**config.mk**
```make
export PLATFORM = sky130hd
export DESIGN_NAME = sfft_bin_streamer
export DESIGN_NICKNAME = d
export VERILOG_FILES = /design/src/rtl/sfft_bin_streamer.sv
export SDC_FILE = /design/constraint.sdc
export NUM_CORES = 1
export LEC_CHECK = 0
export ABC_AREA = 1
export ABC_CLOCK_PERIOD_IN_PS = 3600
export CORE_MARGIN = 2
export CORE_UTILIZATION = 49
export CTS_BUF_LIST = sky130_fd_sc_hd__clkbuf_16
export DETAILED_ROUTE_END_ITERATION = 7
export PLACE_DENSITY = 0.86
export REMOVE_ABC_BUFFERS = 1
export SYNTH_ARGS = -nofsm -noshare
export SYNTH_HDL_FRONTEND = slang
export SYNTH_SLANG_ARGS = --single-unit
```
**constraint.sdc**
```tcl
create_clock -name clk -period 3.6 [get_ports clk]
set_clock_uncertainty 0.1 [all_clocks]
set_input_delay 0.54 -clock clk [delete_from_list [all_inputs] [get_ports clk]]
set_output_delay 0.54 -clock clk [all_outputs]
set_load 0.005 [all_outputs]
```
**src/rtl/sfft_bin_streamer.sv**
```systemverilog
// sfft_bin_streamer: captures an SFFT output frame and streams its lower bins
// over valid/ready while tracking the largest-magnitude bin of each frame.
`ifndef NFFT
`define NFFT 8
`endif
`ifndef nFFT
`define nFFT 3
`endif
`ifndef SFFT_OUTPUT_WIDTH
`define SFFT_OUTPUT_WIDTH 16
`endif

module sfft_bin_streamer #(
    parameter int NFFT     = `NFFT,
    parameter int NUM_BINS = `NFFT / 2,
    parameter int W        = `SFFT_OUTPUT_WIDTH,
    parameter int IW       = `nFFT
) (
    input  logic                     clk,
    input  logic                     reset,
    input  logic [NFFT-1:0][W-1:0]   SFFT_Out,
    input  logic                     OutputValid,
    output logic [W-1:0]             bin_data,
    output logic [IW-1:0]            bin_index,
    output logic                     bin_valid,
    input  logic                     bin_ready,
    output logic                     bin_first,
    output logic                     bin_last,
    output logic [IW-1:0]            peak_index,
    output logic [W-1:0]             peak_mag,
    output logic                     peak_valid,
    output logic [15:0]              frames_dropped
);

    localparam int AW = $clog2(NUM_BINS);

    typedef enum logic [1:0] {
        IDLE   = 2'd0,
        STREAM = 2'd1,
        REPORT = 2'd2
    } state_t;

    state_t state, state_next;

    logic [W-1:0]  frame [NUM_BINS];
    logic [AW-1:0] ptr;
    logic [AW-1:0] ptr_inc;
    logic [W-1:0]  run_mag;
    logic [IW-1:0] run_idx;
    logic [W-1:0]  cur_mag;
    logic          take;
    logic [W-1:0]  nxt_mag;
    logic [IW-1:0] nxt_idx;
    logic          xfer;
    logic          accept;
    logic          busy_hit;

    // Bins above NUM_BINS mirror the lower half for real input; never read.
    generate
        if (NUM_BINS < NFFT) begin : g_tail
            logic unused_tail;
            assign unused_tail = ^SFFT_Out[NFFT-1:NUM_BINS];
        end
    endgenerate

    function automatic logic [W-1:0] mag_of(input logic [W-1:0] x);
        if (!x[W-1])
            return x;
        if (x == {1'b1, {(W-1){1'b0}}})
            return {1'b0, {(W-1){1'b1}}};
        return -x;
    endfunction

    assign xfer     = bin_valid && bin_ready;
    assign accept   = (state == IDLE) && OutputValid;
    assign busy_hit = (state != IDLE) && OutputValid;
    assign ptr_inc  = ptr + 1'b1;

    assign cur_mag = mag_of(bin_data);
    assign take    = cur_mag > run_mag;
    assign nxt_mag = take ? cur_mag : run_mag;
    assign nxt_idx = take ? bin_index : run_idx;

    always_ff @(posedge clk or posedge reset) begin
        if (reset)
            state <= IDLE;
        else
            state <= state_next;
    end

    always_comb begin
        state_next = state;
        case (state)
            IDLE:    if (OutputValid) state_next = STREAM;
            STREAM:  if (xfer && bin_last) state_next = REPORT;
            REPORT:  state_next = IDLE;
            default: state_next = IDLE;
        endcase
    end

    // Frame storage needs no reset: it is always rewritten before being read.
    always_ff @(posedge clk) begin
        if (accept) begin
            for (int i = 0; i < NUM_BINS; i++)
                frame[i] <= SFFT_Out[i];
        end
    end

    always_ff @(posedge clk or posedge reset) begin
        if (reset) begin
            ptr            <= '0;
            bin_data       <= '0;
            bin_index      <= '0;
            bin_valid      <= 1'b0;
            bin_first      <= 1'b0;
            bin_last       <= 1'b0;
            run_mag        <= '0;
            run_idx        <= '0;
            peak_index     <= '0;
            peak_mag       <= '0;
            peak_valid     <= 1'b0;
            frames_dropped <= '0;
        end else begin
            peak_valid <= 1'b0;
            if (busy_hit && frames_dropped != 16'hFFFF)
                frames_dropped <= frames_dropped + 16'd1;
            case (state)
                IDLE: begin
                    if (OutputValid) begin
                        ptr       <= '0;
                        bin_data  <= SFFT_Out[0];
                        bin_index <= '0;
                        bin_valid <= 1'b1;
                        bin_first <= 1'b1;
                        bin_last  <= 1'b0;
                        run_mag   <= '0;
                        run_idx   <= '0;
                    end
                end
                STREAM: begin
                    if (xfer) begin
                        run_mag <= nxt_mag;
                        run_idx <= nxt_idx;
                        if (bin_last) begin
                            bin_valid  <= 1'b0;
                            bin_first  <= 1'b0;
                            bin_last   <= 1'b0;
                            peak_index <= nxt_idx;
                            peak_mag   <= nxt_mag;
                            peak_valid <= 1'b1;
                        end else begin
                            ptr       <= ptr_inc;
                            bin_data  <= frame[ptr_inc];
                            bin_index <= IW'(ptr_inc);
                            bin_first <= 1'b0;
                            bin_last  <= (ptr_inc == AW'(NUM_BINS - 1));
                        end
                    end
                end
                default: begin
                end
            endcase
        end
    end

endmodule

```
# After elaboration in Yosys (flattened, before gate mapping)
# Memory sizes are Yosys's and may differ from the RTL's.
# Index checks and enable logic that the tools add are counted.
[word_totals]
reg_bits = 81
ramBits = 64
output_inout_bits = 58
mem_count = 1
[memory_table]
columns = ["memory", "words", "word_bits", "read_ports", "rd_clocked_by_memory_dff", "write_ports", "line", "rtl"]
rows = [
  ["frame", 4, 16, 1, 0, 4, "45", "logic [W-1:0] frame [NUM_BINS];"],
]
[classes]
addsub = 3
n_lt_le_gt_ge = 1
n_eq_ne = 9
muxes = 43
n_reduce_logical = 13
[op_table]
columns = ["cell", "n"]
rows = [
  ["$mux W16", 10],
  ["$pmux W16 S2", 2],
  ["$add A16 B1 Y16 const B", 1],
  ["$eq A16 B16 Y1 const B", 1],
  ["$gt A16 B16 Y1", 1],
  ["$ne A16 B16 Y1 const B", 1],
  ["$neg A16 Y16", 1],
  ["$mux W3", 5],
  ["$mux W1", 14],
  ["$pmux W3 S2", 2],
  ["$mux W2", 5],
  ["$ne A2 B2 Y1 const B", 5],
  ["$pmux W2 S2", 2],
  ["$reduce_and A4 Y1", 2],
  ["$pmux W1 S2", 3],
  ["$reduce_and A3 Y1", 2],
  ["$logic_and A1 B1 Y1", 5],
  ["$reduce_bool A2 Y1", 2],
  ["$add A2 B1 Y2 const B", 1],
  ["$eq A2 B1 Y1 const B", 1],
  ["$eq A2 B2 Y1 const B", 1],
  ["$logic_not A2 Y1", 1],
  ["$reduce_and A2 Y1", 1],
]

# Logic depth before layout (Yosys ltp)
# Gate-level depths: netlist of the first run.
[depth]
depth_word = 9
depth_mapped = 22
depth_no_buf = 21

# Worst setup path after synthesis of the first run
# No wires, ideal clock.
[synth_timing]
path_type = "reg2reg"
start = "register state[1]"
end = "register ptr[1]"
setup_time_ps = 135
arrival_time_ps = 2622
required_time_ps = 3365
slack_ps = 743
path_stages_with_launch = 8
n_path_buf = 1
synth_period_minus_slack_ps = 2857
cell_sequence = "dfrtp_1 -> nor2_1 -> nand2_1 -> inv_1 -> nor2_2 -> a21oi_4 -> buf_2 -> o22ai_1"
[synth_via]
elab_chain_cells = 3
[synth_lines]
columns = ["item", "line", "rtl"]
rows = [
  ["start, declared", "43", "state_t state, state_next;"],
  ["start signal, assigned", "88", "state <= state_next;"],
  ["$eq A2 B1 Y1 or $logic_not A2 Y1 (tied branches)", "127", "case (state)"],
  ["$ne A2 B2 Y1 (no line) or $reduce_bool A2 Y1 (tied branches)", "--", ""],
  ["$reduce_and A4 Y1 (no line)", "--", ""],
  ["end signal, assigned", "152", "ptr <= ptr_inc;"],
  ["end, declared", "46", "logic [AW-1:0] ptr;"],
]
# Several ways; a longest one is shown, not always the timed one.
# A chain may end at the register's enable or synchronous reset.

# Final worst setup path of the first run
[layout_timing]
start = "register bin_data[3]"
end = "register peak_mag[13]"
[layout_via]
elab_chain_cells = 7
[layout_lines]
columns = ["item", "line", "rtl"]
rows = [
  ["start, declared", "23", "output logic [W-1:0] bin_data,"],
  ["start signal, assigned", "131", "bin_data <= SFFT_Out[0];"],
  ["start signal, assigned", "153", "bin_data <= frame[ptr_inc];"],
  ["branches (longest 4 deep; another with $neg A16 Y16)", "--", ""],
  ["$mux W16 *", "69", "if (x == {1'b1, {(W-1){1'b0}}})"],
  ["$gt A16 B16 Y1", "80", "assign take = cur_mag > run_mag;"],
  ["$mux W16 *", "81", "assign nxt_mag = take ? cur_mag : run_mag;"],
  ["end signal, assigned", "149", "peak_mag <= nxt_mag;"],
  ["end, declared", "30", "output logic [W-1:0] peak_mag,"],
]
# Mark *: on every way between the ends. The select of a mux whose other input is x is not followed.

==> reports/qor.yml, run 1 <==
cts:
  cts_root_buffer: "clkbuf_16"
  cts_setup_buffers: 0
  numCtsBuffers: 17
  clkLatencyLatePin_ns: 0.42
  hold_buffers: 0
  clockBufferDepth: 2
  clk_pin_slew_ns: 0.06
  ctsHtreeMaxLevel: 4
  cts_resized: 0
  numClockSinks: 142
  cts_tree: "done"
power:
  powerDensity_nw_per_um2: 929
  ir_drop_v: 0.000399
  sequentialPowerShare_pct: 30.2
  leakagePower_nw: 3.95
  switching_share_pct: 41.7
  combPwrFrac_pct: 49.7
  p_int_w: 0.00481
  p_clk_share_pct: 20.1
  power.total_w: 0.00825
  p_sw_w: 0.00344
setup_path:
  worst_ep_arrival_time_ns: 3.41
  reg2reg_depth: 18
  critPathMaxFanout: 7
  crit_path_frequent_cell: "nand2_1"
  reg2reg_slack_ns: 0.40
  max_stage_delay_ns: 0.44
  r2r_start: "bin_data[3]"
  critPathRequiredTime_ns: 3.81
  crit_path_start_kind: "flip-flop"
  reg2reg_to: "peak_mag[13]"
  cp_slowest_cell: "dfrtp_1"
  crit_path_cell_trace: "nor2_1 -> nand2_1 -> nor2_1 -> nand3_1 -> nand3_1 -> nand2_1 -> nor2_1 -> inv_1 -> ha_1 -> a21oi_1 -> nand2_1 -> a21oi_1 -> nand2_1 -> nand2_1 -> buf_4 -> nand2_1 -> nand3_1 -> nand2_1"
  crit_type: "flip-flop to flip-flop"
  crit_path_end_kind: "flip-flop"
die:
  core-area_um2: 13800
  fp-row-count: 43
  fp.dieW_um: 123
  initial_core_util_pct: 49.8
  fp.dieH_um: 123
  dieArea_um2: 15000
  io_pins: 190
place:
  gp_congestion: 0.913
  placed_area_um2: 8320
  post-dp-hpwl_mm: 11.5
  numPortBuffers: 124
  pre_cts_ws_ns: 0.481
worst_hold_path:
  hp-start: "peak_mag[7]"
  hold_path_end: "peak_mag[7]"
  hp-class: "flip-flop to flip-flop"
  hold_path_depth: 2
global_routing:
  grt_start_max_net_pins: 66
  grt_pass1_wl_mm: 26.7
  grt.busiest_layer: "met2"
  antenna_found_initial: 0
  overflow: 0
  use_met3_pct: 6.23
  grt_pass1_vias: 5657
  grt_util_met1_pct: 28.8
  grt.met2_usage_pct: 38.4
  grt_use_total_pct: 23.2
route:
  drt-pass1-iter-count: 5
  drt-total-wl_mm: 16.3
  via_per_inst: 5.27
  drc: 0
  first_iter_violations: 421
  routedWlPerCell_um: 14.9
  dr_total_vias: 5770
  antenna_left: 0
timing:
  slew_violations: 0
  period_share_pct: 89.0
  slew_headroom_pct: 34.9
  hold_viol: 0
  finalSetupViolations: 0
  fin_crit_ns: 3.20
  tns_ns: 0
  grt_setup_unrepaired: "false"
  setup_ws_ns: 0.396
  timing.fmax_mhz: 312
  tightestPinTransition_ns: 0.976
logic_synthesis:
  muxShareOfSynthArea_pct: 0
  syn-instance-count: 775
  yosysWarnings: 0
  ys_seq_area_share_pct: 56.2
  syn-cell-area_um2: 6890
  synth-adder-area-share_pct: 3.45
  yosys.area_share.simple_pct: 23.3
  synth_top_family_by_area: "simple AND/OR/NAND/NOR gates"
  synth_xor_area_share_pct: 2.03
  ys_ff_latch: 142
  synth_compound_area_share_pct: 8.66
  synth_cell_types: 36
  syn_avg_cell_area_um2: 8.89
cells_and_area:
  diodes: 0
  final_common_cell: "nand2_1"
  n_fill_cell: 1101
  synthToLayoutAreaGrowth_pct: 28.9
  drive_gt1_share_pct: 5.47
  layout.nets: 1052
  utilization_pct: 64.2
  layout_common_cells: "nand2_1 (189), clkdlybuf4s50_1 (124), nor2_1 (98)"
  stdcell_area_um2: 8880
flow_run:
  maxCapViolations: 0
status:
  outcome: "finished clean"
==> routing by layer <==
metal / up-vias / share of wire [%]
li1: 2823 / -
met1: 2723 / 42
met2: 188 / 50
met3: 36 / 5.3
met4: 0 / 2.8
met5: - / 0
==> kinds of logic after synthesis <==
group | after synthesis
AND/OR/NAND/NOR | 383
flip-flops | 142
AO/OA/AOI/OAI | 107
buffers and inverters | 107
adder cells (fa/ha/maj) | 19
XOR/XNOR | 16
other | 1
==> worst max path at each step <==
stage	to	cells past startpoint	slack [ns]	startpoint
finish	peak_mag[13]	18	0.40	bin_data[3]
global route	peak_mag[12]	18	0.10	bin_data[4]
CTS	peak_mag[13]	18	0.45	bin_data[4]
detailed placement	peak_mag[13]	18	0.48	bin_data[3]
global placement	peak_mag[13]	18	0.55	bin_data[4]
floorplan	bin_data[0]	7	0.20	state[1]
==> critical path, delay by kind of cell (launching register included) <==
kind / cells / cell delay, ns
buffers and inverters: 2 / 0.24
adders and majority gates: 1 / 0.31
DFF: 1 / 0.44
and+or+nand+nor: 13 / 1.67
AOI/OAI and AO/OA: 2 / 0.33
==> per-stage QoR <==
| step | instances | hold WS [ns] |
|---|---|---|
| 4_1_cts | 1094 | 0.382 |
| 3_5_place_dp | 1062 | 0.366 |
| 6_report | 1094 | 0.377 |
| 5_1_grt | 1094 | 0.402 |
| 3_3_place_gp | 1062 | 0.362 |
| 2_1_floorplan | 746 | 0.349 |
==> flip-flops by register name, summed over array words and instances (netlist names), 2 cells and up <==
register / cells
ptr: 2
state: 2
bin_data: 16
run_idx: 3
run_mag: 16
frames_dropped: 16
peak_mag: 16
peak_index: 3
frame: 64
==> power by group through the flow <==
stage | Clock [W] | Sequential [W] | Combinational (W)
floorplan | 0 | 0.00252 | 0.00250
global placement | 0 | 0.00250 | 0.00388
global route | 0.00176 | 0.00255 | 0.00462
CTS | 0.00168 | 0.00249 | 0.00408
detailed placement | 0 | 0.00251 | 0.00404
finish | 0.00166 | 0.00249 | 0.00410
==> cell usage after synthesis <==
cell      count  area (um^2)
a21oi_1      12         60.1
conb_1        1         3.75
xnor2_1       4         35.0
nand3_1      76          380
ha_1         19          238
clkinv_1      2         7.51
nor4_1        2         12.5
nor2_2        3         18.8
edfxtp_1     64         1920
nand2_1     189          709
inv_1        75          282
a21oi_4       1         16.3
buf_4         2         15.0
buf_1         3         11.3
dfrtp_1      78         1950
nand3b_1      4         30.0
nor2_4        1         11.3
a21boi_0      1         7.51
xor2_1       12          105
nand4_1       2         12.5
o211ai_1      1         7.51
nand3_2       1         10.0
a21o_1        1         7.51
a31oi_1       1         6.26
inv_2         1         3.75
buf_2         6         30.0
o21ai_0      53          265
clkbuf_1     16         60.1
buf_6         2         22.5
nor3b_1       1         7.51
o22ai_1      33          206
nor2_1       98          368
nor2_8        1         20.0
nor3_1        4         20.0
o21ai_1       4         20.0
and2_1        1         6.26
==> final cells by class <==
type / count / area [um^2] / share of cell area (%)
Sequential cell: 142 / 3870 / 43.6
Multi-Input combinational cell: 526 / 2580 / 29.1
Timing Repair Buffer: 136 / 1340 / 15.1
Clock buffer: 17 / 425 / 4.79
Inverter: 78 / 293 / 3.30
Tap cell: 180 / 225 / 2.54
Clock inverter: 15 / 135 / 1.52
Note: power is estimated with default switching activity, not from simulation.
==> inputs of run 2 (changes only) <==
--- a/config.mk
+++ b/config.mk
@@ -10,6 +10,7 @@
 export CORE_MARGIN = 2
 export CORE_UTILIZATION = 49
 export CTS_BUF_LIST = sky130_fd_sc_hd__clkbuf_16
+export CTS_CLUSTER_DIAMETER = 40
 export DETAILED_ROUTE_END_ITERATION = 7
 export PLACE_DENSITY = 0.86
 export REMOVE_ABC_BUFFERS = 1
==> results of run 2 <==
Same layout as run 1: the final DEF is identical, and so are final timing and power.
==> inputs of run 3 (changes only) <==
--- a/config.mk
+++ b/config.mk
@@ -12,7 +12,8 @@
 export CTS_BUF_LIST = sky130_fd_sc_hd__clkbuf_16
 export CTS_CLUSTER_DIAMETER = 40
 export DETAILED_ROUTE_END_ITERATION = 7
-export PLACE_DENSITY = 0.86
+export GPL_TIMING_DRIVEN = 1
+export PLACE_DENSITY = 0.8
 export REMOVE_ABC_BUFFERS = 1
 export SYNTH_ARGS = -nofsm -noshare
 export SYNTH_HDL_FRONTEND = slang
==> run 3 against run 2 <==
- first-iteration DRC count decreased by 5.9%
- critical path depth increased by 1
- sequential cell count unchanged
- combinational power decreased by 1%
- clock power decreased by 11%
- via count decreased by 1.3%
- worst hold slack got worse by 0.0011 ns
- final area decreased by 0.69%
- count of clock-buffer cells in the layout unchanged
- largest power group unchanged
- register-to-register slack about the same
==> reports/qor.yml, run 3 (synthesized netlist as in run 1, its figures left out) <==
die:
  dieArea_um2: 15000  # unchanged
  fp-row-count: 43  # unchanged
  core-area_um2: 13800  # unchanged
  initial_core_util_pct: 49.8  # unchanged
  fp.dieH_um: 123  # unchanged
  fp.dieW_um: 123  # unchanged
  io_pins: 190  # unchanged
timing:
  slew_violations: 0  # unchanged
  hold_viol: 0  # unchanged
  grt_setup_unrepaired: "false"
  tightestPinTransition_ns: 1.01  # +0.0334 ns
  fin_crit_ns: 3.20  # -0.00858 ns
  setup_ws_ns: 0.404  # +0.00858 ns
  finalSetupViolations: 0  # unchanged
  tns_ns: 0  # unchanged
  period_share_pct: 88.8  # -0.24 points
  timing.fmax_mhz: 313  # +0.27%
  slew_headroom_pct: 32.6  # -2.2 points
power:
  ir_drop_v: 0.000412  # +3.3%
  leakagePower_nw: 3.93  # -0.46%
  powerDensity_nw_per_um2: 908  # -2.3%
setup_path:
  crit_type: "flip-flop to flip-flop"
  r2r_start: "bin_data[4]"
  crit_path_start_kind: "flip-flop"
  crit_family: "simple AND/OR/NAND/NOR gates"
  cp_slowest_cell: "dfrtp_1"
  path_buf_inv: 3  # +1
  crit_path_cell_trace: "nor2_1 -> nand2_1 -> nor2_1 -> nand3_1 -> nand3_1 -> nand2_1 -> nor2_1 -> inv_1 -> ha_1 -> nand2_1 -> nor2_1 -> nand2_1 -> nor2_1 -> inv_1 -> nand2_1 -> buf_4 -> nand2_1 -> nand3_1 -> nand2_1"
  crit_path_frequent_cell: "nand2_1"
  critPathMaxFanout: 8  # +1
  reg2reg_to: "peak_mag[12]"
  reg2reg_slack_ns: 0.40  # about the same
  reg2reg_depth: 19  # +1
  max_stage_delay_ns: 0.43  # about the same
  worst_ep_arrival_time_ns: 3.40  # about the same
  crit_path_end_kind: "flip-flop"
  critPathRequiredTime_ns: 3.80  # about the same
worst_hold_path:
  hp-class: "flip-flop to flip-flop"
  hold_path_depth: 2  # unchanged
  hold_path_end: "bin_first"
  hp-start: "bin_first"
status:
  outcome: "finished clean"
cells_and_area:
  layout_common_cells: "nand2_1 (189), clkdlybuf4s50_1 (124), nor2_1 (97)"
  regMostFlops: "frame"
  seq_area_um2: 3870  # unchanged
  multiInputGateArea_um2: 2590  # about the same
  diodes: 0  # unchanged
  drive_gt1_share_pct: 5.13  # -0.34 points
  final_common_cell: "nand2_1"
  synthToLayoutAreaGrowth_pct: 28.0
  layout.nets: 1054  # +0.19%
  largest_reg_flops: 64  # unchanged
  n_fill_cell: 1093  # -0.73%
global_routing:
  grt_use_total_pct: 22.4  # -0.75 points
  grt_pass1_wl_mm: 26.0  # -2.6%
  antenna_found_initial: 0  # unchanged
  grt_start_max_net_pins: 66  # unchanged
  overflow: 0  # unchanged
  grt_pass1_vias: 5437  # -3.9%
cts:
  clockBufferDepth: 2  # unchanged
  hold_buffers: 0  # unchanged
  clkLatencyLatePin_ns: 0.42  # about the same
  ctsHtreeMaxLevel: 4  # unchanged
  cts_tree: "done"
  numClockSinks: 142  # unchanged
  clk_pin_slew_ns: 0.06  # about the same
  cts_root_buffer: "clkbuf_16"
  cts_setup_buffers: 0  # unchanged
  numCtsBuffers: 17  # unchanged
  cts_resized: 0  # unchanged
place:
  post-dp-hpwl_mm: 11.2  # -3.0%
  pre_cts_ws_ns: 0.454  # -0.0264 ns
  numPortBuffers: 124  # unchanged
  gp_congestion: 0.926  # +1.4%
route:
  antenna_left: 0  # unchanged
  dr_total_vias: 5697  # -1.3%
  routedWlPerCell_um: 14.3  # -4.0%
  drt-total-wl_mm: 15.7  # -3.8%
  first_iter_violations: 396  # -5.9%
  drc: 0  # unchanged
  drt-pass1-iter-count: 6  # +1
  via_per_inst: 5.20  # -1.4%
flow_run:
  maxCapViolations: 0  # unchanged
run 3: changes by cell type in the layout (fill, tap and decap cells not counted), sizes merged:
cell / delta
buf: +2
clkinv: +3
clkinvlp: -2
bufinv: -2
inv: +1
run 3: worst max-delay path by stage:
stage	slack, ns	start	endpoint	cells after the start
after floorplan	0.20	state[1]	bin_data[0]	7
after global placement	0.52	bin_data[3]	peak_mag[12]	19
after detailed placement	0.45	bin_data[3]	peak_mag[12]	19
after CTS	0.43	bin_data[3]	peak_mag[12]	19
after global routing	0.01	bin_data[3]	peak_mag[15]	19
final	0.40	bin_data[4]	peak_mag[12]	19
run 3: metrics by stage:
stage                     utilization [%]  area (um^2)  cells  hold slack (ns)  power, W
after floorplan                         -         6750    746            0.349   0.00502
after global placement               60.2         8320   1064            0.361   0.00641
after detailed placement             60.2         8320   1064            0.365   0.00655
after CTS                            63.8         8820   1096            0.379   0.00804
after global routing                 63.8         8820   1096            0.388   0.00872
final                                63.8         8820   1096            0.376   0.00801
run 3: where the power goes:
| part | switching, W | internal [W] | leakage (nW) |
|---|---|---|---|
| combinational | 0.00243 | 0.00163 | 2.10 |
| clock | 0.000618 | 0.000848 | 0.256 |
| sequential | 0.000300 | 0.00219 | 1.58 |
run 3: final cells by class:
type	count	area share (%)
Sequential cell	142	43.9
Clock buffer	17	4.82
Clock inverter	15	0.780
Timing Repair Buffer	138	15.3
Inverter	78	3.32
Multi-Input combinational cell	526	29.3
Tap cell	180	2.55
run 3: worst register-to-register path: cells and delay by family (launching register included):
family	cells	cell delay, ns
fa+ha+maj	1	0.31
buf+inv	3	0.39
simple gates	15	1.84
flops	1	0.43
run 3: metal layers:
| layer | global-route usage [%] | part of all wire [%] | wire length (um) |
|---|---|---|---|
| met1 | 28.8 | 44 | 6860 |
| met3 | 5.34 | 5.3 | 832 |
| met5 | 0 | 0 | 0 |
| met4 | 9.34 | 2.5 | 394 |
| met2 | 36.5 | 48 | 7590 |
